--- src/rtl/sprite_palette_pkg.sv ---
// Shared types, default palette contents and fade constants for sprite_palette_engine.
package sprite_palette_pkg;

  localparam int NUM_PAL_DEF = 8;
  localparam int INDEX_W_DEF = 4;
  localparam int COLOR_W_DEF = 4;
  localparam int PAL_W       = $clog2(NUM_PAL_DEF);
  localparam int ENTRIES     = 2 ** INDEX_W_DEF;
  localparam int LVL_MAX     = 2 ** COLOR_W_DEF;
  localparam int LVL_W       = COLOR_W_DEF + 1;

  typedef struct packed {
    logic [COLOR_W_DEF-1:0] r;
    logic [COLOR_W_DEF-1:0] g;
    logic [COLOR_W_DEF-1:0] b;
  } rgb_t;

  typedef enum logic [1:0] {
    BRIGHT,
    FADE_OUT,
    DARK,
    FADE_IN
  } fade_state_e;

  typedef rgb_t  [ENTRIES-1:0]     bank_t;
  typedef bank_t [NUM_PAL_DEF-1:0] pal_array_t;

  // Bank 0 opens with {A,5,2},{9,B,3}; the other entries follow the same
  // per-channel arithmetic progressions so every bank is distinct.
  function automatic pal_array_t build_default_palette();
    pal_array_t pal;
    pal = '0;
    for (int unsigned p = 0; p < NUM_PAL_DEF; p++) begin
      for (int unsigned i = 0; i < ENTRIES; i++) begin
        pal[p[PAL_W-1:0]][i[INDEX_W_DEF-1:0]].r = COLOR_W_DEF'(32'd10 - i - p);
        pal[p[PAL_W-1:0]][i[INDEX_W_DEF-1:0]].g = COLOR_W_DEF'(32'd5 + 32'd6 * i + 32'd3 * p);
        pal[p[PAL_W-1:0]][i[INDEX_W_DEF-1:0]].b = COLOR_W_DEF'(32'd2 + i + 32'd2 * p);
      end
    end
    return pal;
  endfunction

  localparam pal_array_t DEFAULT_PALETTE = build_default_palette();

  function automatic logic [COLOR_W_DEF-1:0] scale_channel(
    input logic [COLOR_W_DEF-1:0] c,
    input logic [LVL_W-1:0]       lvl
  );
    logic [COLOR_W_DEF+LVL_W-1:0] prod;
    prod = (COLOR_W_DEF + LVL_W)'(c) * (COLOR_W_DEF + LVL_W)'(lvl);
    return COLOR_W_DEF'(prod >> COLOR_W_DEF);
  endfunction

endpackage

--- src/rtl/sprite_palette_engine_fade_ctrl.sv ---
// Screen-fade FSM: step counter and brightness level for the palette engine.
// Only compiled when SPRITE_PALETTE_FADE_EN is defined.
`ifdef SPRITE_PALETTE_FADE_EN
module palette_fade_ctrl
  import sprite_palette_pkg::*;
#(
  parameter int FADE_DIV  = 4,
  parameter int FADE_STEP = 2
) (
  input  logic             clk,
  input  logic             rst_n,
  input  logic             frame_tick,
  input  logic [1:0]       fade_cmd,
  output logic [LVL_W-1:0] level,
  output logic             fade_busy
);

  localparam int               CNT_W    = $clog2(FADE_DIV + 1);
  localparam logic [CNT_W-1:0] CNT_LAST = CNT_W'(FADE_DIV - 1);
  localparam logic [LVL_W-1:0] LVL_TOP  = LVL_W'(LVL_MAX);
  localparam logic [LVL_W-1:0] STEP     = LVL_W'(FADE_STEP);

  fade_state_e      state_q;
  logic [CNT_W-1:0] cnt_q;
  logic [LVL_W-1:0] level_q;
  logic             busy_q;
  logic [LVL_W-1:0] lvl_dn;
  logic [LVL_W-1:0] lvl_up;

  always_comb begin
    lvl_dn = (level_q > STEP) ? level_q - STEP : '0;
    lvl_up = (level_q < LVL_TOP - STEP) ? level_q + STEP : LVL_TOP;
  end

  // Commands are only looked at in the idle states, so a tick arriving with
  // an accepted command never advances the freshly cleared counter.
  always_ff @(posedge clk) begin
    if (!rst_n) begin
      state_q <= BRIGHT;
      cnt_q   <= '0;
      level_q <= LVL_TOP;
      busy_q  <= 1'b0;
    end else begin
      unique case (state_q)
        BRIGHT: begin
          if (fade_cmd == 2'b01) begin
            state_q <= FADE_OUT;
            cnt_q   <= '0;
            busy_q  <= 1'b1;
          end
        end
        FADE_OUT: begin
          if (frame_tick) begin
            if (cnt_q == CNT_LAST) begin
              cnt_q   <= '0;
              level_q <= lvl_dn;
              if (lvl_dn == '0) begin
                state_q <= DARK;
                busy_q  <= 1'b0;
              end
            end else begin
              cnt_q <= cnt_q + 1'b1;
            end
          end
        end
        DARK: begin
          if (fade_cmd == 2'b10) begin
            state_q <= FADE_IN;
            cnt_q   <= '0;
            busy_q  <= 1'b1;
          end
        end
        FADE_IN: begin
          if (frame_tick) begin
            if (cnt_q == CNT_LAST) begin
              cnt_q   <= '0;
              level_q <= lvl_up;
              if (lvl_up == LVL_TOP) begin
                state_q <= BRIGHT;
                busy_q  <= 1'b0;
              end
            end else begin
              cnt_q <= cnt_q + 1'b1;
            end
          end
        end
      endcase
    end
  end

  assign level     = level_q;
  assign fade_busy = busy_q;

endmodule
`endif

--- src/rtl/sprite_palette_engine.sv ---
// Multi-bank writable sprite palette with a 2-stage lookup pipeline.
// Define SPRITE_PALETTE_FADE_EN to add the screen-fade brightness engine.
module sprite_palette_engine
  import sprite_palette_pkg::*;
#(
  parameter int NUM_PAL    = NUM_PAL_DEF,
  parameter int INDEX_W    = INDEX_W_DEF,
  parameter int COLOR_W    = COLOR_W_DEF,
  parameter int FADE_DIV   = 4,
  parameter int FADE_STEP  = 2,
  parameter int TRANSP_IDX = 0
) (
  input  logic                       Clk,
  input  logic                       Reset_n,
  input  logic                       pix_valid,
  input  logic [$clog2(NUM_PAL)-1:0] pal_sel,
  input  logic [INDEX_W-1:0]         index,
  input  logic                       wr_en,
  input  logic [$clog2(NUM_PAL)-1:0] wr_pal,
  input  logic [INDEX_W-1:0]         wr_index,
  input  logic [3*COLOR_W-1:0]       wr_rgb,
  input  logic                       frame_tick,
  input  logic [1:0]                 fade_cmd,
  output logic                       fade_busy,
  output logic [COLOR_W-1:0]         red,
  output logic [COLOR_W-1:0]         green,
  output logic [COLOR_W-1:0]         blue,
  output logic                       out_valid,
  output logic                       transparent
);

  localparam int                    SEL_W      = $clog2(NUM_PAL);
  localparam int                    BANK_SLOTS = 2 ** SEL_W;
  localparam logic [BANK_SLOTS-1:0] BANK_OK    = BANK_SLOTS'((64'd1 << NUM_PAL) - 64'd1);
  localparam logic [INDEX_W-1:0]    TRANSP     = INDEX_W'(TRANSP_IDX);

  pal_array_t         pal_q, pal_d;
  rgb_t               rgb_s1_q, rgb_s1_d;
  rgb_t               rgb_s2;
  logic               valid_s1_q, valid_s1_d;
  logic               transp_s1_q, transp_s1_d;
  logic [COLOR_W-1:0] red_q, red_d;
  logic [COLOR_W-1:0] green_q, green_d;
  logic [COLOR_W-1:0] blue_q, blue_d;
  logic               out_valid_q, out_valid_d;
  logic               transparent_q, transparent_d;

  always_comb begin
    pal_d = pal_q;
    if (wr_en && BANK_OK[wr_pal]) begin
      pal_d[wr_pal][wr_index] = wr_rgb;
    end
  end

  // Stage 1 reads pal_q, so a same-cycle write to the entry is seen only by later reads.
  always_comb begin
    rgb_s1_d    = rgb_s1_q;
    valid_s1_d  = pix_valid;
    transp_s1_d = pix_valid && (index == TRANSP);
    if (pix_valid) begin
      rgb_s1_d = BANK_OK[pal_sel] ? pal_q[pal_sel][index] : '0;
    end
  end

`ifdef SPRITE_PALETTE_FADE_EN
  logic [LVL_W-1:0] level;

  palette_fade_ctrl #(
    .FADE_DIV  (FADE_DIV),
    .FADE_STEP (FADE_STEP)
  ) u_fade_ctrl (
    .clk        (Clk),
    .rst_n      (Reset_n),
    .frame_tick (frame_tick),
    .fade_cmd   (fade_cmd),
    .level      (level),
    .fade_busy  (fade_busy)
  );

  always_comb begin
    rgb_s2.r = scale_channel(rgb_s1_q.r, level);
    rgb_s2.g = scale_channel(rgb_s1_q.g, level);
    rgb_s2.b = scale_channel(rgb_s1_q.b, level);
  end
`else
  localparam int unused_fade_cfg = FADE_DIV + FADE_STEP;
  logic unused_fade_inputs;

  assign unused_fade_inputs = ^{fade_cmd, frame_tick};
  assign fade_busy          = 1'b0;
  assign rgb_s2             = rgb_s1_q;
`endif

  always_comb begin
    red_d         = red_q;
    green_d       = green_q;
    blue_d        = blue_q;
    out_valid_d   = valid_s1_q;
    transparent_d = transp_s1_q;
    if (valid_s1_q) begin
      red_d   = rgb_s2.r;
      green_d = rgb_s2.g;
      blue_d  = rgb_s2.b;
    end
  end

  always_ff @(posedge Clk) begin
    if (!Reset_n) begin
      pal_q         <= DEFAULT_PALETTE;
      rgb_s1_q      <= '0;
      valid_s1_q    <= 1'b0;
      transp_s1_q   <= 1'b0;
      red_q         <= '0;
      green_q       <= '0;
      blue_q        <= '0;
      out_valid_q   <= 1'b0;
      transparent_q <= 1'b0;
    end else begin
      pal_q         <= pal_d;
      rgb_s1_q      <= rgb_s1_d;
      valid_s1_q    <= valid_s1_d;
      transp_s1_q   <= transp_s1_d;
      red_q         <= red_d;
      green_q       <= green_d;
      blue_q        <= blue_d;
      out_valid_q   <= out_valid_d;
      transparent_q <= transparent_d;
    end
  end

  assign red         = red_q;
  assign green       = green_q;
  assign blue        = blue_q;
  assign out_valid   = out_valid_q;
  assign transparent = transparent_q;

endmodule

--- config.mk ---
export PLATFORM = sky130hd
export DESIGN_NAME = sprite_palette_engine
export DESIGN_NICKNAME = d
export VERILOG_FILES = /design/src/rtl/sprite_palette_pkg.sv /design/src/rtl/sprite_palette_engine_fade_ctrl.sv /design/src/rtl/sprite_palette_engine.sv
export SDC_FILE = /design/constraint.sdc
export NUM_CORES = 2
export LEC_CHECK = 0
export ABC_AREA = 0
export CAP_MARGIN = 20
export CORE_MARGIN = 3
export CORE_UTILIZATION = 44
export DETAILED_ROUTE_END_ITERATION = 10
export HOLD_SLACK_MARGIN = 0.08
export SETUP_SLACK_MARGIN = 0.4
export SYNTH_ARGS = -nofsm -noshare
export SYNTH_HDL_FRONTEND = slang
export SYNTH_HIERARCHICAL = 1
export SYNTH_SLANG_ARGS = --single-unit
--- constraint.sdc ---
create_clock -name Clk -period 2.9 [get_ports Clk]
set_clock_uncertainty 0.05 [all_clocks]
set_input_delay 0.58 -clock Clk [delete_from_list [all_inputs] [get_ports Clk]]
set_output_delay 0.58 -clock Clk [all_outputs]
set_load 0.005 [all_outputs]
==> run metrics <==
Cell Area, Synth 0.06949 sq mm; Clock Latency Late Sink between 0.8 and 0.9 ns; Worst slew margin 0.1237; PortBufs between 40 and 50; vias in the first global route a little under 60k; Syn-to-layout area delta 19.00%; Reg power frac 0.456; Pins Over Slew Limit 0; post-synthesis cell type count 55; Layout Nets about 8.5k; total number of vias 62.20k; Ys Warns 6; leading cell type in the layout, fill and taps excluded nand2_1; Fin Setup TNS 0 ns; Worst Path Max Fanout 18; GRT met2 Usage 0.4619; DRT Wirelength 254.5 mm; outcome completed; die footprint between 0.15 and 0.2 sq mm; clk sinks between 1.5k and 2k; worst path cell trace buf_8 > buf_12 > inv_2 > buf_4 > o21ai_0 > o221ai_1 > a21oi_1 > nor3_1 > a22o_1; Tmin final approximately 2.5 ns; DR DRC count 0; Placer Congestion ~0.95; Hold Vio Cnt, Final 0; Die Wd just over 400 um; top-area cell type share of the netlist area 0.4506; CTS Buf Count ~170; chip height 403.4 um; htree depth 4; wire length per cell around 24 um; critical path's largest stage delay roughly 0.61 ns; number of flops mapped to enable cells by yosys 0; Psw between 10 and 15 mW; Layout fillers 14.17k; first-pass GRT wire length approximately 380 mm; CP Data Required Time between 3 and 4 ns; Slew @ Worst Pin roughly 1.3 ns; FF+latch count, synth around 1.6k; antenna-violating nets left 0; met1 usage 0.4156; final setup vio count 0; commonest non-fill, non-tap cells in the layout nand2_1, dfxtp_1, nand3_1; sequential area share after synthesis 0.4506; GRT busiest layer met2; Mapped Nets between 8k and 9k; DRT iter0 DRCs approximately 8k; Crit path arrival time ~3.2 ns; total gr overflow 0; ys async rst share 0; post-CTS setup buffers 0; Crit. End Element flop; row count roughly 150; share of cells above drive strength 1 0.1633; leading area contributor after synthesis dfxtp_1; power density cells around 570 mW/mm^2; Clock Path Buffers 3; Mean Syn Cell Area 8.422 sq um; Slowest cell on crit path o221ai_1; CTS clk-pin slew, worst paths 0.06 ns; hold_ws about 0.14 ns; WS Path Type in -> reg; HP Class in -> reg; Initial Utilization 0.4438; top cells by area, synth dfxtp_1, nand2_1, mux4_2; Clk pwr share 0.460; CTS tree yes; Ports 48; Comb power frac 0.084; dpl hpwl roughly 170 mm; vias per cell 5.855; largest net degree at the start of global routing around 240; Total GRT Usage 0.3051; Syn Inst Count between 8k and 9k; internal power roughly 36 mW; LEAKAGE ~33 nW; Final period util 0.8594; top_reg_cell synth dfxtp_1; Max Freq 401.2 MHz; VDD IR max 0.6708 mV; initial antenna violation count 10; met3 Usage GRT 0.06224; RSZ-0062 raised after global routing no; Root Driver clkbuf_16; switching portion of total power 0.2472; drt first pass iters 9; Setup crit start kind input pin; reg2reg setup slack 0.50 ns; Core Area approximately 0.16 sq mm; max-cap violations 0
synth_stat cells, types with 3 or more instances:
cell / count
mux4_2: 343
nor2_1: 163
a211oi_1: 28
buf_12: 11
o221ai_1: 6
a41oi_1: 6
nand2_1: 3286
o311ai_1: 3
nor3_1: 11
buf_6: 16
nand2b_1: 7
inv_1: 5
dfxtp_1: 1564
buf_8: 13
nand4_1: 12
a21boi_0: 757
and3_1: 5
buf_2: 42
a211o_1: 4
a22o_1: 9
clkbuf_1: 665
o211ai_1: 9
and2_1: 6
a221oi_1: 11
buf_4: 23
o21ai_0: 22
buf_1: 8
a21boi_1: 12
mux2i_1: 159
nand3_1: 812
nor2b_1: 35
o21ai_1: 7
o22ai_1: 12
mux2_2: 6
a31oi_1: 15
a21oi_1: 49
a22oi_1: 73
or2_2: 4
a32o_1: 5
a221o_1: 6
what timing repair did:
| item | CTS | global route |
|---|---|---|
| hold buffers | 3 | 0 |
| gates cloned | 0 | 1 |
| resized for setup | 8 | 6 |
| pin swaps | 0 | 0 |
| endpoints found under the setup margin | 5 | 8 |
| endpoints found under the hold margin | 43 | 0 |
logic make-up after synthesis:
kind of cell | share of synthesized area
simple gates | 0.2531
mux | 0.1350
other cells | 0.00005396
compound gates | 0.1105
flops | 0.4506
buf+inv | 0.05076
critical path: cells and delay by family:
family                 cells  cell delay, ns
buffers and inverters      4            1.22
AOI/OAI and AO/OA          4            1.09
and+or+nand+nor            1            0.27
metrics by stage:
stage	setup slack, ns	cells	power [mW]	util	cell area [sq um]
after global routing	0.4205	10620	48.70	0.5281	82690
after detailed placement	-0.7368	10320	25.98	0.4917	76980
final	0.4077	10620	47.51	0.5282	82700
after global placement	-0.7392	10320	25.96	0.4917	76980
after CTS	0.3606	10620	47.63	0.5278	82640
after floorplan	0.4198	8251	24.17	-	69500
layer usage:
| metal | vias up | share of wire |
|---|---|---|
| met1 | 30380 | 0.41 |
| met4 | 10 | 0.052 |
| met3 | 608 | 0.098 |
| met5 | - | 0.00028 |
| li1 | 28010 | - |
| met2 | 3195 | 0.44 |
path summary, 6_finish.rpt:
path / cells after the start / to / startpoint
hold reg to reg: 2 / pal_q[654] / pal_q[654]
setup reg to reg: 6 / rgb_s1_q[2] / pal_q[1478]
setup / recovery: 9 / rgb_s1_q[10] / pal_sel[1]
hold / removal: 3 / pal_q[596] / wr_rgb[8]
area by class of cell:
cell class / instances / area [sq um] / area share
Multi-Input combinational cell: 5903 / 34770 / 0.4204
Sequential cell: 1564 / 31310 / 0.3786
Timing Repair Buffer: 790 / 8422 / 0.1018
Clock buffer: 255 / 5022 / 0.06073
Tap cell: 2058 / 2575 / 0.03114
Clock inverter: 43 / 568.0 / 0.006869
Inverter: 6 / 22.52 / 0.0002723
Antenna cell: 4 / 10.01 / 0.0001210
power groups by stage:
stage / clock network [mW] / logic, mW / registers (mW)
global placement: 0 / 3.84 / 22.1
global route: 23.0 / 4.09 / 21.6
detailed placement: 0 / 3.85 / 22.1
CTS: 22.1 / 3.88 / 21.7
finish: 21.9 / 3.98 / 21.7
floorplan: 0 / 2.09 / 22.1
sequential cells by signal (all words and copies together) (netlist names):
signal,count
pal_q,1536
rgb_s1_q,12
blue,4
green,4
red,4
out_valid,1
out_valid_d,1
transp_s1_q,1
transparent,1
Note: power is estimated with default switching activity, not from simulation.
